File: src/rtl/bist_controller_gen.sv
// bist_controller_gen: parametrised multi-phase BIST sequencer with abort and restart
module bist_controller_gen #(
    parameter int CNT_W       = 10,
    parameter int N_VECTORS   = 8,
    parameter int PH_W        = 2,
    parameter int N_PHASES    = 2,
    parameter int INIT_CYCLES = 1
) (
    input  logic             clk,
    input  logic             reset,
    input  logic             start,
    input  logic             abort,
    output logic             init,
    output logic             running,
    output logic             toggle,
    output logic             finish,
    output logic             bist_end,
    output logic             busy,
    output logic [PH_W-1:0]  phase,
    output logic [CNT_W-1:0] vec_cnt
);
    localparam int IW = INIT_CYCLES > 1 ? $clog2(INIT_CYCLES) : 1;
    localparam logic [2:0] S_IDLE = 3'd0;
    localparam logic [2:0] S_INIT = 3'd1;
    localparam logic [2:0] S_RUN  = 3'd2;
    localparam logic [2:0] S_TOG  = 3'd3;
    localparam logic [2:0] S_FIN  = 3'd4;
    localparam logic [2:0] S_END  = 3'd5;
    logic [2:0]    state;
    logic [IW-1:0] icnt;
    logic          vec_last;
    logic          phase_last;
    // outputs are a pure decode of the state register
    always_comb begin
        init       = state == S_INIT;
        running    = state == S_RUN;
        toggle     = state == S_TOG;
        finish     = state == S_FIN;
        bist_end   = state == S_END;
        busy       = init | running | toggle | finish;
        vec_last   = vec_cnt == CNT_W'(N_VECTORS - 1);
        phase_last = phase == PH_W'(N_PHASES - 1);
    end
    // sequencing; abort during a session drops straight back to idle with counters cleared
    always_ff @(posedge clk) begin
        if (reset || (abort && busy)) begin
            state   <= S_IDLE;
            icnt    <= '0;
            phase   <= '0;
            vec_cnt <= '0;
        end else begin
            case (state)
                S_IDLE, S_END: if (start) begin
                    state   <= S_INIT;
                    icnt    <= '0;
                    phase   <= '0;
                    vec_cnt <= '0;
                end
                S_INIT: if (icnt == IW'(INIT_CYCLES - 1)) state <= S_RUN;
                        else icnt <= icnt + 1'b1;
                S_RUN:  if (vec_last) state <= phase_last ? S_FIN : S_TOG;
                        else vec_cnt <= vec_cnt + 1'b1;
                S_TOG: begin
                    state   <= S_RUN;
                    phase   <= phase + 1'b1;
                    vec_cnt <= '0;
                end
                S_FIN:   state <= S_END;
                default: state <= S_IDLE;
            endcase
        end
    end
endmodule
File: config.mk
export PLATFORM = sky130hd
export DESIGN_NAME = bist_controller_gen
export DESIGN_NICKNAME = d
export VERILOG_FILES = /design/src/rtl/bist_controller_gen.sv
export SDC_FILE = /design/constraint.sdc
export NUM_CORES = 1
export LEC_CHECK = 0
export CORE_MARGIN = 3
export CORE_UTILIZATION = 42
export DETAILED_ROUTE_END_ITERATION = 10
export HOLD_SLACK_MARGIN = 0.02
export PLACE_DENSITY = 0.69
export SETUP_SLACK_MARGIN = 0.3
export SLEW_MARGIN = 30
export SYNTH_ARGS = -nofsm -noshare
export SYNTH_HDL_FRONTEND = slang
export SYNTH_SLANG_ARGS = --single-unit
File: constraint.sdc
create_clock -name clk -period 2.08 [get_ports clk]
set_clock_uncertainty 0.05 [all_clocks]
set_input_delay 0.208 -clock clk [delete_from_list [all_inputs] [get_ports clk]]
set_output_delay 0.208 -clock clk [all_outputs]
set_load 0.02 [all_outputs]
======== Word-level counts from Yosys, hierarchy flattened ========
Cells that the tools add are included.
operators by class
  add/subtract/negate cells ............... 3
  eq/ne operators ......................... 11
  muxes and demuxes ....................... 13
  bitwise logic cells ..................... 3
  reductions and logical operators ........ 11
operators by type and width
  kind                     count
  $pmux W10 S3             1
  $mux W10                 2
  $pmux W3 S5              1
  $mux W3                  4
  $add A10 B1 Y10 const B  1
  $eq A10 B3 Y1 const B    1
  $eq A3 B2 Y1 const B     2
  $eq A3 B3 Y1 const B     2
  $ne A2 B2 Y1 const B     3
  $reduce_and A3 Y1        2
  $pmux W2 S2              1
  $reduce_and A2 Y1        2
  $reduce_bool A2 Y1       2
  $eq A3 B1 Y1 const B     1
  $logic_not A3 Y1         1
  $or A1 B1 Y1             3
  $reduce_bool A3 Y1       1
  $add A2 B1 Y2 const B    1
  $eq A2 B1 Y1 const B     1
  $mux W1                  2
  $mux W2                  1
  $ne A2 B1 Y1 const B     1
  $pmux W1 S2              1
  $reduce_or A2 Y1         1
  other kinds (3)          3
word-level totals
  bits in registers ....................... 16
  output and inout port bits .............. 18
  logic and storage cells ................. 45

======== Logic depth before layout (Yosys ltp) ========
Gate-level depths: netlist (run 1).
  depth in word-level cells ............... 6
  gate-level depth with buffers ........... 6
  mapped depth without buffers ............ 6

======== Least setup slack after synthesis (run 1) ========
OpenSTA, ideal clock, no wires.
  path kind ............................... register to register
  start point ............................. reg vec_cnt[0]
  end point ............................... reg state[0]
  library setup time ...................... 0.070 ns
  arrival time ............................ 1.768 ns
  setup slack ............................. 0.192 ns
  cell stages (with the launch flop) ...... 6
  buffers on the path ..................... 0
  cells stage by stage .................... dfxtp_1 -> ha_1 -> nor4b_4 -> a31oi_2 -> or4b_1 -> a21oi_1
on the way
  word-level cells in the longest chain between the ends .. 3
ends and longest elaborated chain
  element                      RTL line  RTL
  start, declared              20        output logic [CNT_W-1:0] vec_cnt
  start signal, assigned       62        else vec_cnt <= vec_cnt + 1'b1;
  $eq A10 B3 Y1                41        vec_last = vec_cnt == CNT_W'(N_VECTORS - 1);
  $ne A2 B1 Y1 (no line)       -
  $reduce_and A3 Y1 (no line)  -
  end signal, assigned         61        S_RUN: if (vec_last) state <= phase_last ? S_FIN : S_TOG;
  end, declared                29        logic [2:0] state;
Every way passes these cells.
A chain may end at the register's enable or synchronous reset.

======== Worst setup path after layout (run 1) ========
  start point ............................. reg vec_cnt[1]
  end point ............................... reg state[0]
Same word-level chain as after synthesis.

==> results of run 1 <==
worst min-delay path by stage:
stage | start | endpoint | slack (ns) | cells after the start
after floorplan | abort | vec_cnt[7] | 0.35 | 2
after global placement | vec_cnt[5] | vec_cnt[5] | 0.45 | 1
after detailed placement | vec_cnt[5] | vec_cnt[5] | 0.46 | 1
after CTS | vec_cnt[5] | vec_cnt[5] | 0.48 | 1
after global routing | vec_cnt[5] | vec_cnt[5] | 0.54 | 1
final | vec_cnt[5] | vec_cnt[5] | 0.48 | 1
sequential cells by signal, summed over array words and instances, names as in the netlist:
signal   flops
state        3
vec_cnt     10
phase        2
power by group:
| part | internal (W) | total [W] | switching (W) |
|---|---|---|---|
| clock | 0.0000745 | 0.000167 | 0.0000922 |
| sequential | 0.000294 | 0.000303 | 0.00000928 |
| combinational | 0.0000711 | 0.000160 | 0.0000888 |
worst reg2reg max path: stages, from the launching register on:
cell     delay, ns
dfxtp_4       0.39
ha_4          0.15
nor4b_4       0.27
a31oi_4       0.12
or4b_1        0.51
a21oi_1       0.15
layout by cell type (no fill, tap or decap), types with 3 or more instances in the layout:
master	count
o211ai_1	3
nor2b_1	3
nand2_1	8
a21oi_1	8
nor2_1	6
nor3_1	5
clkdlybuf4s50_1	15
o21ai_0	5
dfxtp_1	13
clkbuf_4	3
a31oi_1	8
nand3_1	7
inv_1	7
nand2b_1	4
clkbuf_2	5
buf_4	7
stage by stage:
stage	setup WS [ns]	instances
after CTS	0.312	173
after detailed placement	0.231	166
after global routing	0.250	174
after global placement	0.220	166
after floorplan	0.310	120
final	0.371	174
layout make-up:
type                       instances  area share
multi-input combinational         92       0.499
sequential                        15       0.237
timing repair buffer              29       0.197
tap                               27      0.0260
clock buffer                       4      0.0202
inverter                           7      0.0202
routing by layer:
metal	GRT usage	vias to the layer above	part of all wire
li1	-	505	-
met1	0.240	474	0.49
met2	0.267	25	0.46
met3	0.0572	0	0.051
met4	0.0373	0	0
met5	0	-	0
repair_timing:
item / 4_1_cts / 5_1_grt
resized for setup: 10 / 13
hold buffers: 0 / 0
buffers inserted: 3 / 1
pin swaps: 1 / 1
endpoints found under the setup margin: 7 / 15
gates cloned: 0 / 0
logic make-up (layout without fill, tap and decap cells):
group           count (synthesis)  count (layout)  synth area share
simple gates                   52              52             0.338
compound gates                 36              36             0.257
flops                          15              15             0.307
buf+inv                        13              40            0.0550
fa+ha+maj                       2               2            0.0256
xor+xnor                        2               2            0.0179
==> summary.txt, run 1 <==
Drt
  – Drt total wl: 2.42 mm
  – Via count of the routed design: 1,004
  – WL/cell: about 14 um
  – Initial drt markers: 30
  – Initial DRT Pass Iterations: 4
  – Detail Route Antenna Nets: 0
  – Via density: slightly below 6
  – Detailed-route DRC error count: 0

Yosys
  – Ranking of synthesized cells by area: dfxtp_1 31%, a31oi_1 5.1%, a21oi_1 4.1%
  – Post-synth EDFFs: 0
  – Most area-hungry cell type in the Yosys netlist: dfxtp_1
  – Most frequent cells after synthesis: 15 x dfxtp_1, 8 x a21oi_1, 8 x a31oi_1, 8 x nand2_1
  – Area of the mapped netlist: a little under 1000 um^2
  – Synth async-reset ratio: 0
  – Post-synth top area share: 0.307
  – Syn_nets: between 100 and 150
  – Warnings, synthesis: 0
  – Syn_area_per_cell: 8.15 um^2
  – Top FF cell, synth: dfxtp_1
  – Register area share after synthesis: 0.307
  – Count leader, synth: dfxtp_1
  – Gate Count Post-Synth: between 100 and 150
  – Synthesized flop and latch total: 15
  – Library cells used by synthesis: 43

Setup path
  – Crit path cell chain: ha_4, nor4b_4, a31oi_4, or4b_1, a21oi_1
  – Startpoint of the worst-slack reg-to-reg timing path: vec_cnt[1]
  – Worst Setup End Kind: register
  – Data required, critical path: about 2.3 ns
  – Setup crit end: state[0]
  – Critical path buffers and inverters: 0
  – Critical path class: reg -> reg
  – Critical path arrival: 1.88 ns
  – WP depth: 5
  – Worst Setup SP: vec_cnt[1]
  – Slowest cell on the critical path: or4b_1
  – Setup slack, reg-to-reg: about 0.37 ns
  – Crit path max-delay family: simple AND/OR/NAND/NOR gates
  – Crit-path max cell delay: 0.51 ns
  – Reg2reg path depth: 5
  – Crit path launch type: register
  – Crit-path max FO: 7
  – Worst R2R End: state[0]

Die
  – Starting Density: 0.470
  – Die H: 54.3 um
  – # IOs: 22
  – Die area: 2940 um^2
  – Die Width: 54.3 um
  – Placeable Area: between 2000 and 2500 um^2
  – Core Rows: 16

CTS
  – Clock tree buffer depth: 2
  – Root Buffer: clkbuf_4
  – Total CTS buffers: 3
  – Reg clk slew, reported paths: 0.09 ns
  – Clock Latency Late Sink: around 0.28 ns
  – Num Clock Sinks: 15
  – CTS tree: yes
  – H-tree depth: 1

Cells and area
  – Layout cell share with drive strength beyond 1: 0.190
  – Final #Nets: roughly 150
  – Fin util: 0.624
  – ANT cells: 0
  – Area of the multi-input gates: between 600 and 700 um^2
  – Layout area overhead: 32.7%
  – Filler Cell Count: 205
  – Register area: between 300 and 400 um^2
  – Design area: about 1300 um^2

STA
  – Final Hold Fails: 0
  – Setup tns final: 0 ns
  – RSZ-0062 raised after global routing: true
  – Worst slew margin relative to its limit: 0.803
  – Post-layout min period: between 1.5 and 2 ns
  – Final worst-path cycle share: 0.821
  – Final slew viol count: 0
  – Worst-Margin Slew: ~0.29 ns
  – Max frequency: roughly 590 MHz
  – Hold Slack: about 0.48 ns
  – Final setup fails: 0

Job
  – Max_cap viols: 0

Global route
  – Largest net degree at the start of global routing: 17
  – First-pass GRT wire length: between 3 and 4 mm
  – GRT overflow: 0
  – Vias in the first global route: approximately 870
  – Initial antenna violation count: 0
  – Total Routing Usage GR: 0.175

Power
  – Static leakage: 0.458 nW
  – Peak supply drop: 0.000595 V
  – Power per Cell Area: about 480 nW/um^2
  – Total power: between 0.0006 and 0.0007 W

Run status
  – Status: complete, no violations

Placed design
  – DP HPWL: approximately 1.7 mm
  – IO Port Bufs: 21
  – Routability cong.: 0.772
  – Placed cell areas: around 1200 um^2

Hold path
  – Hold Crit Class: reg -> reg
Note: power is estimated with default switching activity, not from simulation.
==> run 2, diff against run 1 <==
PLACE_DENSITY = 0.71   (was 0.69)
clock period = 1.5 ns   (was 2.08 ns; I/O delays follow)
==> summary.txt, run 2 (synthesis results as in run 1) <==
Run status
  – Status: complete, but fails checks
  – Failing checks: setup timing

Cells and area
  – Area of the multi-input gates: 734 um^2
  – ANT cells: 0
  – Final #Nets: ~180
  – Layout area overhead: 67.5%
  – Most common cell after layout, fill and taps aside: buf_4
  – Filler Cell Count: ~140
  – Fin cells: roughly 200
  – Most frequent cells in the layout: 27 x buf_4, 16 x buf_6, 8 x a31oi_1, 8 x a21oi_1, 8 x dfxtp_2
  – Max reg flops: 10
  – Design area: ~1600 um^2
  – Largest registers: vec_cnt: 10 flops, state: 3 flops, phase: 2 flops
  – Layout cell share with drive strength beyond 1: 0.546
  – Register area: 333 um^2
  – Most flop-heavy register: vec_cnt

CTS
  – Root Buffer: clkbuf_4
  – CTS tree: yes
  – Clock Latency Late Sink: ~0.30 ns
  – Clock tree buffer depth: 2
  – Total CTS buffers: 3
  – Num Clock Sinks: 15
  – Reg clk slew, reported paths: approximately 0.11 ns
  – H-tree depth: 1

Die
  – # IOs: 22
  – Die Width: around 54 um
  – Die H: 54.3 um
  – Starting Density: 0.470
  – Core Rows: 16
  – Die area: between 2000 and 3000 um^2
  – Placeable Area: 2080 um^2

Job
  – Max_cap viols: 0

Setup path
  – Crit path cell chain: or3b_4, buf_6, nor3_4, buf_12, a41oi_1, a31oi_1
  – Slowest cell on the critical path: dfxtp_4
  – Critical path arrival: between 1.5 and 2 ns
  – Crit path launch type: register
  – Crit-path max cell delay: approximately 0.39 ns
  – Data required, critical path: roughly 1.7 ns
  – Critical path class: reg -> reg
  – Worst Setup End Kind: register
  – Crit-path max FO: 14

Drt
  – Via count of the routed design: between 1,000 and 1,500
  – Detailed-route DRC error count: 0
  – Drt total wl: about 3.4 mm
  – WL/cell: ~17 um
  – Initial drt markers: 35
  – Initial DRT Pass Iterations: 4
  – Detail Route Antenna Nets: 0
  – Via density: 5.84

STA
  – Worst slew margin relative to its limit: 0.776
  – Final slew viol count: 0
  – Hold Slack: roughly 0.47 ns
  – Post-layout min period: between 1.5 and 2 ns
  – Final Hold Fails: 0
  – Final setup fails: 16
  – Worst-Margin Slew: roughly 0.33 ns
  – Setup tns final: -1.32 ns
  – RSZ-0062 raised after global routing: true
  – Final worst-path cycle share: 1.09
  – PnR worst setup slack: -0.142 ns
  – Max frequency: between 600 and 700 MHz

Global route
  – Total Routing Usage GR: 0.245
  – GRT overflow: 0
  – Vias in the first global route: approximately 1,100
  – Initial antenna violation count: 0
  – First-pass GRT wire length: roughly 5.2 mm
  – Largest net degree at the start of global routing: 15

Power
  – Static leakage: between 0.6 and 0.7 nW
  – Peak supply drop: 0.000587 V
  – Power per Cell Area: about 630 nW/um^2

Placed design
  – Placed insts: between 150 and 200
  – Routability cong.: ~0.79
  – IO Port Bufs: 21
  – DP HPWL: between 2 and 2.5 mm
  – Placed cell areas: about 1500 um^2

Hold path
  – Hold Crit Class: reg -> reg
run 2: worst paths after layout:
check                  start    endpoint  slack (ns)  cells past startpoint
setup / recovery    state[1]  vec_cnt[5]       -0.14                      6
setup reg to reg    state[1]  vec_cnt[5]       -0.14                      6
hold / removal    vec_cnt[5]  vec_cnt[5]        0.47                      1
hold reg to reg   vec_cnt[5]  vec_cnt[5]        0.47                      1
run 2: metal layers:
| layer | vias to the layer above | global-route usage | wire [um] |
|---|---|---|---|
| met4 | 0 | 0.0415 | 98 |
| met3 | 10 | 0.0599 | 210 |
| met5 | - | 0 | 0 |
| met2 | 47 | 0.428 | 1700 |
| met1 | 559 | 0.307 | 1420 |
| li1 | 558 | - | - |
run 2: worst max-delay path, delay by kind of cell, from the launching register on:
kind            cells  cell delay [ns]
compound gates      2             0.29
buf+inv             2             0.30
simple gates        2             0.54
flops               1             0.39
run 2: area by class of cell:
cell class | count | area share
Inverter | 7 | 0.0160
Clock inverter | 1 | 0.00305
Clock buffer | 3 | 0.0137
Multi-Input combinational cell | 92 | 0.448
Tap cell | 27 | 0.0206
Timing Repair Buffer | 56 | 0.295
Sequential cell | 15 | 0.203
run 2: repair_timing:
item                                    in CTS  in global routing
endpoints found under the setup margin      33                 27
hold buffers                                 0                  0
gates resized for setup                     97                 25
pin swaps                                    7                  6
setup buffers                                5                  3
run 2: power by group:
group	internal, W	leakage (nW)	switching (W)	total (W)
combinational	0.000188	0.518	0.000171	0.000359
clock	0.0000996	0.0177	0.000157	0.000256
sequential	0.000404	0.130	0.0000158	0.000420
run 2: stage by stage:
step                      setup WS (ns)   util  total power, W
after CTS                        -0.132  0.745        0.000978
after global placement           -0.110  0.703        0.000701
final                            -0.142  0.787         0.00103
after global routing             -0.196  0.787         0.00108
after floorplan                  -0.124      -        0.000594
after detailed placement         -0.160  0.703        0.000708
